$ cat config.mk
export PLATFORM = sky130hd
export DESIGN_NAME = pc_sequencer
export DESIGN_NICKNAME = d
export VERILOG_FILES = /design/src/rtl/pc_sequencer.sv
export SDC_FILE = /design/constraint.sdc
export NUM_CORES = 1
export LEC_CHECK = 0
export CORE_MARGIN = 2
export CORE_UTILIZATION = 40
export CTS_CLUSTER_DIAMETER = 50
export DETAILED_ROUTE_END_ITERATION = 12
export PLACE_DENSITY = 0.73
export SETUP_SLACK_MARGIN = 0.05
export SYNTH_ARGS = -nofsm -noshare
export SYNTH_HDL_FRONTEND = slang
export SYNTH_SLANG_ARGS = --single-unit
$ cat constraint.sdc
create_clock -name clk -period 3.27 [get_ports clk]
set_input_delay 0.4905 -clock clk [delete_from_list [all_inputs] [get_ports clk]]
set_output_delay 0.4905 -clock clk [all_outputs]
set_load 0.02 [all_outputs]
$ cat src/rtl/pc_sequencer.sv
// Strobe sequencer for the 16-bit PC register: fetch (address + increment), jump (byte loads), save (byte reads).
// Optional macro PC_WRAP_HALT_EN: a fetch that would wrap the PC past all-ones halts instead of incrementing.
`ifndef DATA_WIDTH
`define DATA_WIDTH 8
`endif

module pc_sequencer #(
    parameter int DATA_WIDTH    = `DATA_WIDTH,
    parameter int ADDR_WIDTH    = 2 * DATA_WIDTH,
    parameter int FETCH_TIMEOUT = 15
) (
    input  logic clk,
    input  logic reset,
    input  logic fetch_req,
    input  logic jump_req,
    input  logic save_req,
    input  logic mem_rdy,
    input  logic pc_carry,
    output logic fetch_ack,
    output logic fetch_err,
    output logic jump_ack,
    output logic save_ack,
    output logic byte_sel,
    output logic pc_cs,
    output logic pc_oe_a,
    output logic pc_cnt_en,
    output logic pc_we_l,
    output logic pc_we_h,
    output logic pc_oe_l,
    output logic pc_oe_h,
    output logic halted
);
    localparam int CNT_W = $clog2(FETCH_TIMEOUT + 1);
    localparam logic [CNT_W-1:0] CNT_LAST = CNT_W'(FETCH_TIMEOUT - 1);
    // byte_sel carries the index of the top byte during the second bus phase.
    localparam logic HIGH_BYTE = 1'(ADDR_WIDTH / DATA_WIDTH - 1);

`ifdef PC_WRAP_HALT_EN
    typedef enum logic [2:0] {IDLE, FETCH, INCR, LOAD_L, LOAD_H, SAVE_L, SAVE_H, HALT} state_t;
    localparam state_t WRAP_STATE = HALT;
`else
    typedef enum logic [2:0] {IDLE, FETCH, INCR, LOAD_L, LOAD_H, SAVE_L, SAVE_H} state_t;
    localparam state_t WRAP_STATE = IDLE;
`endif

    typedef struct packed {
        logic fetch_ack;
        logic fetch_err;
        logic jump_ack;
        logic save_ack;
        logic byte_sel;
        logic cs;
        logic oe_a;
        logic cnt_en;
        logic we_l;
        logic we_h;
        logic oe_l;
        logic oe_h;
        logic halted;
    } outs_t;

    state_t           state_q, state_d;
    logic [CNT_W-1:0] cnt_q, cnt_d;
    logic             wrap_q, wrap_d;
    outs_t            outs_q, outs_d;
    logic             wrap_now;

`ifdef PC_WRAP_HALT_EN
    assign wrap_now = pc_carry;
`else
    logic unused_carry;
    assign unused_carry = pc_carry;
    assign wrap_now     = 1'b0;
`endif

    always_comb begin
        state_d = state_q;
        cnt_d   = cnt_q;
        wrap_d  = 1'b0;
        outs_d  = '0;

        case (state_q)
            IDLE: begin
                // A fetch_err pulse is still visible to the requester this cycle, so its
                // held request must not start a new fetch yet.
                if (jump_req)
                    state_d = LOAD_L;
                else if (save_req)
                    state_d = SAVE_L;
                else if (fetch_req && !outs_q.fetch_err)
                    state_d = FETCH;
            end
            FETCH: begin
                if (mem_rdy) begin
                    state_d = INCR;
                    wrap_d  = wrap_now;
                end else if (cnt_q == CNT_LAST) begin
                    state_d          = IDLE;
                    outs_d.fetch_err = 1'b1;
                end else begin
                    cnt_d = cnt_q + CNT_W'(1);
                end
            end
            INCR:    state_d = wrap_q ? WRAP_STATE : IDLE;
            LOAD_L:  state_d = LOAD_H;
            LOAD_H:  state_d = IDLE;
            SAVE_L:  state_d = SAVE_H;
            SAVE_H:  state_d = IDLE;
`ifdef PC_WRAP_HALT_EN
            HALT:    state_d = HALT;
`endif
            default: state_d = IDLE;
        endcase

        if (state_d != FETCH)
            cnt_d = '0;

        // Outputs are decoded from the next state so they appear registered, aligned with the state.
        case (state_d)
            FETCH: begin
                outs_d.cs   = 1'b1;
                outs_d.oe_a = 1'b1;
            end
            INCR: begin
                outs_d.cs        = 1'b1;
                outs_d.oe_a      = 1'b1;
                outs_d.cnt_en    = !wrap_d;
                outs_d.fetch_ack = 1'b1;
            end
            LOAD_L: begin
                outs_d.cs       = 1'b1;
                outs_d.we_l     = 1'b1;
                outs_d.byte_sel = ~HIGH_BYTE;
            end
            LOAD_H: begin
                outs_d.cs       = 1'b1;
                outs_d.we_h     = 1'b1;
                outs_d.byte_sel = HIGH_BYTE;
                outs_d.jump_ack = 1'b1;
            end
            SAVE_L: begin
                outs_d.cs       = 1'b1;
                outs_d.oe_l     = 1'b1;
                outs_d.byte_sel = ~HIGH_BYTE;
            end
            SAVE_H: begin
                outs_d.cs       = 1'b1;
                outs_d.oe_h     = 1'b1;
                outs_d.byte_sel = HIGH_BYTE;
                outs_d.save_ack = 1'b1;
            end
`ifdef PC_WRAP_HALT_EN
            HALT:    outs_d.halted = 1'b1;
`endif
            default: ;
        endcase
    end

    always_ff @(posedge clk) begin
        if (reset) begin
            state_q <= IDLE;
            cnt_q   <= '0;
            wrap_q  <= 1'b0;
            outs_q  <= '0;
        end else begin
            state_q <= state_d;
            cnt_q   <= cnt_d;
            wrap_q  <= wrap_d;
            outs_q  <= outs_d;
        end
    end

    assign fetch_ack = outs_q.fetch_ack;
    assign fetch_err = outs_q.fetch_err;
    assign jump_ack  = outs_q.jump_ack;
    assign save_ack  = outs_q.save_ack;
    assign byte_sel  = outs_q.byte_sel;
    assign pc_cs     = outs_q.cs;
    assign pc_oe_a   = outs_q.oe_a;
    assign pc_cnt_en = outs_q.cnt_en;
    assign pc_we_l   = outs_q.we_l;
    assign pc_we_h   = outs_q.we_h;
    assign pc_oe_l   = outs_q.oe_l;
    assign pc_oe_h   = outs_q.oe_h;
    assign halted    = outs_q.halted;

endmodule

After elaboration in Yosys (flattened, before gate mapping)
Cells that the tools add are included.

Register bits after elaboration: 17. Input port bits: 7.

Add/sub/neg operators: 1. Equality and inequality tests: 11. Muxes and demuxes: 15. Bitwise operators: 3. Reduce and logical (&&, ||, !) cells: 9.

Operators with widths (number): 3-bit two-way mux (5); 3-bit == test (second input constant) (4); 3-bit one-hot mux with 4 select lines (1); 3-bit by 2-bit == test with 1-bit output (second input constant) (3); 1-bit two-way mux (9); 3-bit by 1-bit == test with 1-bit output (second input constant) (2); 2-bit OR reduction (3); 6-bit OR reduction (1); 4-bit by 1-bit adder with 4-bit output (second input constant) (1); 4-bit == test (second input constant) (1); 3-bit zero test (1); 3-bit by 1-bit inequality test with 1-bit output (second input constant) (1); 1-bit NOT (3); 3-bit AND reduction (1); 3-bit OR reduction (1); 1-bit logical AND (1); 1-bit zero test (1).

Longest topological paths before layout
Depth in word-level cells: 9. Gate-level depth with buffers: 7. Gate-level depth less buffers: 6.

Worst setup path after synthesis
Ideal clock, no wire load.

Kind: input to register. Start point: input mem_rdy. End point: register cnt_q[1]. Arrival: 1.370 ns. Data required time: 3.190 ns. Setup slack: 1.820 ns. Stages on the path: 4. Cells stage by stage: o21a_1 o21ai_1 o2111ai_4 a211oi_2.

Word-level cells in the longest chain between the ends: 4. Elaborated cells on any way between the ends: 6. Classes of those cells: eq/ne (1); mux (2); bitwise (1); reduce/logical (2).

RTL lines: from (decl) (RTL line 17) `input logic mem_rdy,`; 3-bit two-way mux (RTL line 94) `if (mem_rdy) begin`; 3-bit one-hot mux with 4 select lines (RTL line 82) `case (state_q)`; 3-bit by 1-bit inequality test with 1-bit output (RTL line 115) `if (state_d != FETCH)`; 2-bit OR reduction (no line); to (signal assigned) (RTL line 167) `cnt_q <= cnt_d;`; to (decl) (RTL line 63) `logic [CNT_W-1:0] cnt_q, cnt_d;`.

Several ways; a longest one is shown, not always the timed one. A chain may end at the register's enable or synchronous reset.

Worst setup path in the final report
Same ends and word-level chain as after synthesis.

==> results.tsv <==
metric	value	unit
dp_hpwl	860	µm
timing.rr.end	cnt_q[1]	
ir_drop	382	µV
grt_pass1_wl	1790	µm
fmax	528	MHz
ys_ff_latch	16	
cp_max_fo	7	
fp-row-count	15	
crit_family	simple AND/OR/NAND/NOR gates	
globalRouteOverflowTotal	0	
regToRegStartpoint	state_q[2]	
ys_seq_area_share	46.3	%
syn_inst	68	
startpoint_type	primary input	
hp-class	flop to flop	
cts_tree	done	
synthesis.nets	77	
place_congestion	0.713	
root_buffer	clkbuf_4	
hold_violations	0	
worst_pin_slew	0.510	ns
numCtsBuffers	3	
post_cts.repair.setup_buffers	0	
skew	0.00827	ns
crit_cells	5	
wire_per_inst	11.1	µm
cp.buffers_inverters	1	
r2r_cells	4	
setup_viol	0	
crit_required	3.48	ns
postRouteAntennaNets	0	
first_iter_violations	4	
finalSetupTns	0	ns
vias	489	
power.leakage	0.341	nW
yosysWarnings	0	
r2r_slack	1.61	ns
rsz0062_at_grt	false	
die_area	0.00208	mm²
design_area	878	µm²
slew_violations	0	
maxSlewHeadroom	65.8	%
power.density	531	mW/mm²
grt_max_degree	10	
initial_core_util	41.4	%
grt_pass1_vias	427	
critPathLaunch	mem_rdy	
grt_usage	12.3	%
whs	0.531	ns
drive_gt1_share	11.9	%
core_area	0.00167	mm²
syn_area	692	µm²
power	0.000466	W
fin_crit_sh	58.0	%
antenna_found_initial	0	
worstPathCellList	clkdlybuf4s50_1 -> nor4b_4 -> and2_1 -> o2111ai_4 -> a211oi_2	
cp_slowest_cell	clkdlybuf4s50_1	
period_minus_slack	1.90	ns
totalWireLength	1120	µm
hp-start	cnt_q[3]	
cap_violations	0	
io-pin-count	20	
insertion_delay	0.29	ns
port_buffers	17	
crit_end	cnt_q[1]	
crit_arrival	2.11	ns
clock_sinks	16	
final_cell_mix	17 x clkdlybuf4s50_1, 16 x dfxtp_1, 10 x nor2_1	
cts_buffer_depth	2	
path_class	primary input to flop	
timing.final.ws_setup	1.37	ns
dpl_cell_area	842	µm²
drtPass1Iterations	4	
die_x	45.6	µm
dp_worst_setup_slack	1.10	ns
cts_resized	0	
clk_pin_slew	0.10	ns
nets	94	
diodes	0	
status	finished clean	
synth.avg_cell_area	10.2	µm²
cp-end-kind	flop	
cts_hold_buf	0	
yosys.cell_types.count	29	
vias_per_cell	4.84	
die_h	45.6	µm
layout_commonest_cell	clkdlybuf4s50_1	
syn2layout_area_growth	26.9	%
cp_slowest_stage_delay	0.48	ns
ctsHtreeMaxLevel	1	
drc	0	
[report_power, final]
part | switching [W] | internal [W] | leakage (nW)
Clock | 0.0000636 | 0.0000679 | 0.0210
Combinational | 0.0000622 | 0.0000506 | 0.189
Sequential | 0.0000118 | 0.000210 | 0.130
Total | 0.000138 | 0.000329 | 0.341
[per-layer routing]
metal | vias up | routed length (µm) | global-route usage (%)
li1 | 258 | - | -
met1 | 218 | 530 | 14.6
met2 | 11 | 495 | 19.2
met3 | 2 | 87 | 7.54
met4 | 0 | 10 | 1.76
met5 | - | 0 | 0
[area by class of cell]
class / instances / area, µm²
Fill cell: 164 / 792
Sequential cell: 16 / 320
Multi-Input combinational cell: 42 / 312
Timing Repair Buffer: 17 / 170
Clock buffer: 4 / 36.3
Tap cell: 17 / 21.3
Inverter: 5 / 18.8
[worst min path at each step]
stage,to,cells past startpoint
after floorplan,cnt_q[3],2
after global placement,cnt_q[3],2
after detailed placement,cnt_q[3],2
after CTS,cnt_q[3],2
after global routing,cnt_q[3],2
final,cnt_q[3],2
[sequential cells by signal (all words and copies together), names as in the netlist]
signal / count
cnt_q: 4
pc_cs: 1
pc_cnt_en: 1
pc_oe_l: 1
pc_oe_h: 1
pc_we_l: 1
pc_we_h: 1
pc_oe_a: 1
byte_sel: 1
fetch_err: 1
state_q: 3
[Yosys cell counts]
cell,instances,area [µm²]
a211oi_2,1,12.5
a21oi_1,1,5.00
a31oi_1,1,6.26
a32oi_2,1,16.3
and2_1,1,6.26
and2b_2,1,8.76
and3_1,1,6.26
and3b_1,1,8.76
buf_4,4,30.0
buf_6,1,11.3
conb_1,1,3.75
dfxtp_1,16,320
ha_1,2,25.0
inv_1,5,18.8
nand2_1,1,3.75
nand3_1,3,15.0
nor2_1,10,37.5
nor3_1,3,15.0
nor3b_1,2,15.0
nor4b_4,1,23.8
o2111ai_4,1,26.3
o211ai_1,1,7.51
o21a_1,1,7.51
o21ai_0,1,5.00
o21ai_1,1,5.00
o31a_2,1,10.0
or2_1,1,6.26
xnor2_1,1,8.76
xor2_1,3,26.3
[through the flow]
stage / cells / util, %
after detailed placement: 97 / 50.4
after CTS: 101 / 52.6
after global routing: 101 / 52.6
after floorplan: 68 / -
after global placement: 97 / 50.4
final: 101 / 52.6
[cell families (layout without fill, tap and decap cells)]
group / count (synthesis) / in the layout / synth area share [%]
adder cells (fa/ha/maj): 2 / 2 / 3.62
buffers and inverters: 10 / 26 / 8.68
AND/OR/NAND/NOR: 25 / 25 / 21.2
AO/OA/AOI/OAI: 10 / 10 / 14.6
XOR/XNOR: 4 / 4 / 5.06
other: 1 / 1 / 0.542
flip-flops: 16 / 16 / 46.3
[tightest hold or removal path, cell delays in order (launching register included)]
cell,delay (ns)
dfxtp_1,0.36
xor2_1,0.07
nor2_1,0.07
Power figures use the tool's default switching activity.
==> edit (same settings) <==
The option `PC_WRAP_HALT_EN` is turned on by a define.
--- a/src/rtl/pc_sequencer.sv
+++ b/src/rtl/pc_sequencer.sv
@@ -2,2 +2,4 @@
 // Optional macro PC_WRAP_HALT_EN: a fetch that would wrap the PC past all-ones halts instead of incrementing.
+`define PC_WRAP_HALT_EN
+
 `ifndef DATA_WIDTH
Function: changed (a bounded check fails within 4 cycles, from zero or initial values and one cycle with reset high).
==> edit against the original RTL <==
- register-to-register slack got worse by 0.26 ns
- critical path depth rose by 1
- routed wire length rose by 23%
- fmax fell by 7.9%
- via count rose by 26%
- count of clock-buffer cells in the layout fell by 1
- combinational power rose by 48%
- setup slack got worse by 0.16 ns
- sequential cell count rose by 3
- synthesized area rose by 16%
- worst hold slack barely moved
- core utilization rose by 0.28 points
- critical endpoint unchanged
- total power rose by 20%
- final area rose by 16%
==> edit: results <==
<?xml version="1.0" encoding="UTF-8"?>
<metrics>
  <group name="run_status">
    <metric name="outcome" unit="">finished clean</metric>
  </group>
  <group name="layout">
    <metric name="layout.cells.non_filler" unit="">125</metric>
    <metric name="post_route_cells_drive_above_1_share" unit="%">9.18</metric>
    <metric name="num_antenna_cells" unit="">0</metric>
    <metric name="num-nets-final" unit="">108</metric>
  </group>
  <group name="synth">
    <metric name="syn_avg_cell_area" unit="sq um">9.93</metric>
    <metric name="synth_commonest_cells" unit="">sky130_fd_sc_hd__dfxtp_1, sky130_fd_sc_hd__nor2_1, sky130_fd_sc_hd__nand3_1</metric>
    <metric name="yosys-top-cells-area" unit="">sky130_fd_sc_hd__dfxtp_1, sky130_fd_sc_hd__nor2_1, sky130_fd_sc_hd__ha_1</metric>
    <metric name="postSynth.asyncResetShare" unit="%">0</metric>
    <metric name="mappedNetlistNets" unit="">90</metric>
    <metric name="ys_types" unit="">33</metric>
    <metric name="synth-seq-area-share" unit="%">47.3</metric>
  </group>
  <group name="route">
    <metric name="vias_per_cell" unit="">4.93</metric>
    <metric name="detailedRoute.firstIterationViolations" unit="">16</metric>
    <metric name="wl_per_cell" unit="um">11.1</metric>
  </group>
  <group name="global_routing">
    <metric name="grt_pass1_vias" unit="">564</metric>
    <metric name="grt_usage" unit="%">13.2</metric>
    <metric name="grt_max_degree" unit="">12</metric>
    <metric name="grt_first_pass_wirelength" unit="mm">2.46</metric>
  </group>
  <group name="setup_path">
    <metric name="path_max_fanout" unit="">10</metric>
    <metric name="regToRegSetupSlack" unit="ns">1.35</metric>
    <metric name="worstPathArrival" unit="ns">2.28</metric>
    <metric name="reg2regPathDepth" unit="">5</metric>
  </group>
  <group name="placement">
    <metric name="place_area" unit="sq um">988</metric>
    <metric name="numPlacedInstances" unit="">121</metric>
    <metric name="gp_routability_congestion" unit="">0.816</metric>
    <metric name="dp_hpwl" unit="mm">1.02</metric>
    <metric name="io_buffer_count" unit="">19</metric>
  </group>
  <group name="cts">
    <metric name="clock_tree.root_cell" unit="">sky130_fd_sc_hd__clkbuf_4</metric>
    <metric name="cts.repair.resized" unit="">0</metric>
    <metric name="cts-root-to-sink-buffers" unit="">2</metric>
  </group>
  <group name="timing">
    <metric name="clock-skew-final" unit="ns">0.00265</metric>
    <metric name="timing_worst_slew_pin_value" unit="ns">0.386</metric>
  </group>
  <group name="power_and_ir_drop">
    <metric name="cellLeakagePower" unit="nW">0.402</metric>
    <metric name="peakVddDrop" unit="mV">0.266</metric>
  </group>
  <group name="worst_hold_path">
    <metric name="min_path_cells" unit="">2</metric>
  </group>
</metrics>
[edit: kinds of logic after synthesis]
| logic type | share of synthesized area, % |
|---|---|
| simple gates | 28.5 |
| flops | 47.3 |
| buf+inv | 6.38 |
| compound gates | 10.3 |
| fa+ha+maj | 3.11 |
| mux | 1.24 |
| xor+xnor | 3.27 |
[edit: path summary, 6_finish.rpt]
kind	startpoint	to
min reg2reg	cnt_q[2]	fetch_err
max reg2reg	state_q[0]	cnt_q[1]
min	cnt_q[2]	fetch_err
max	mem_rdy	cnt_q[1]
[edit: critical path, stage by stage]
cell	delay (ns)
sky130_fd_sc_hd__clkdlybuf4s50_1	0.46
sky130_fd_sc_hd__or4b_4	0.53
sky130_fd_sc_hd__nor2b_4	0.23
sky130_fd_sc_hd__o21a_4	0.23
sky130_fd_sc_hd__nand4b_4	0.14
sky130_fd_sc_hd__a211oi_2	0.21
[edit: final cells by class]
type	count	area [sq um]
sequential	19	380
tap	27	33.8
multi-input combinational	53	373
timing repair buffer	19	190
clock buffer	3	22.5
clock inverter	1	5.00
inverter	3	11.3
fill	192	906
[edit: routing by layer]
metal,vias to the layer above,GRT usage (%),share of wire [%]
met5,-,0,0
met4,0,5.71,1.3
met3,2,2.76,5.1
met2,12,22.1,48
met1,294,16.2,45
li1,308,-,-
[edit: power breakdown]
group	switching (mW)	internal, mW
registers	0.0193	0.255
clock network	0.0710	0.0454
logic	0.0860	0.0807
[edit: per-stage QoR]
stage               setup WS [ns]  hold WS (ns)
CTS                          1.22         0.534
global placement            0.982         0.522
finish                       1.21         0.530
floorplan                    1.51         0.480
global route                 1.15         0.566
detailed placement          0.916         0.511
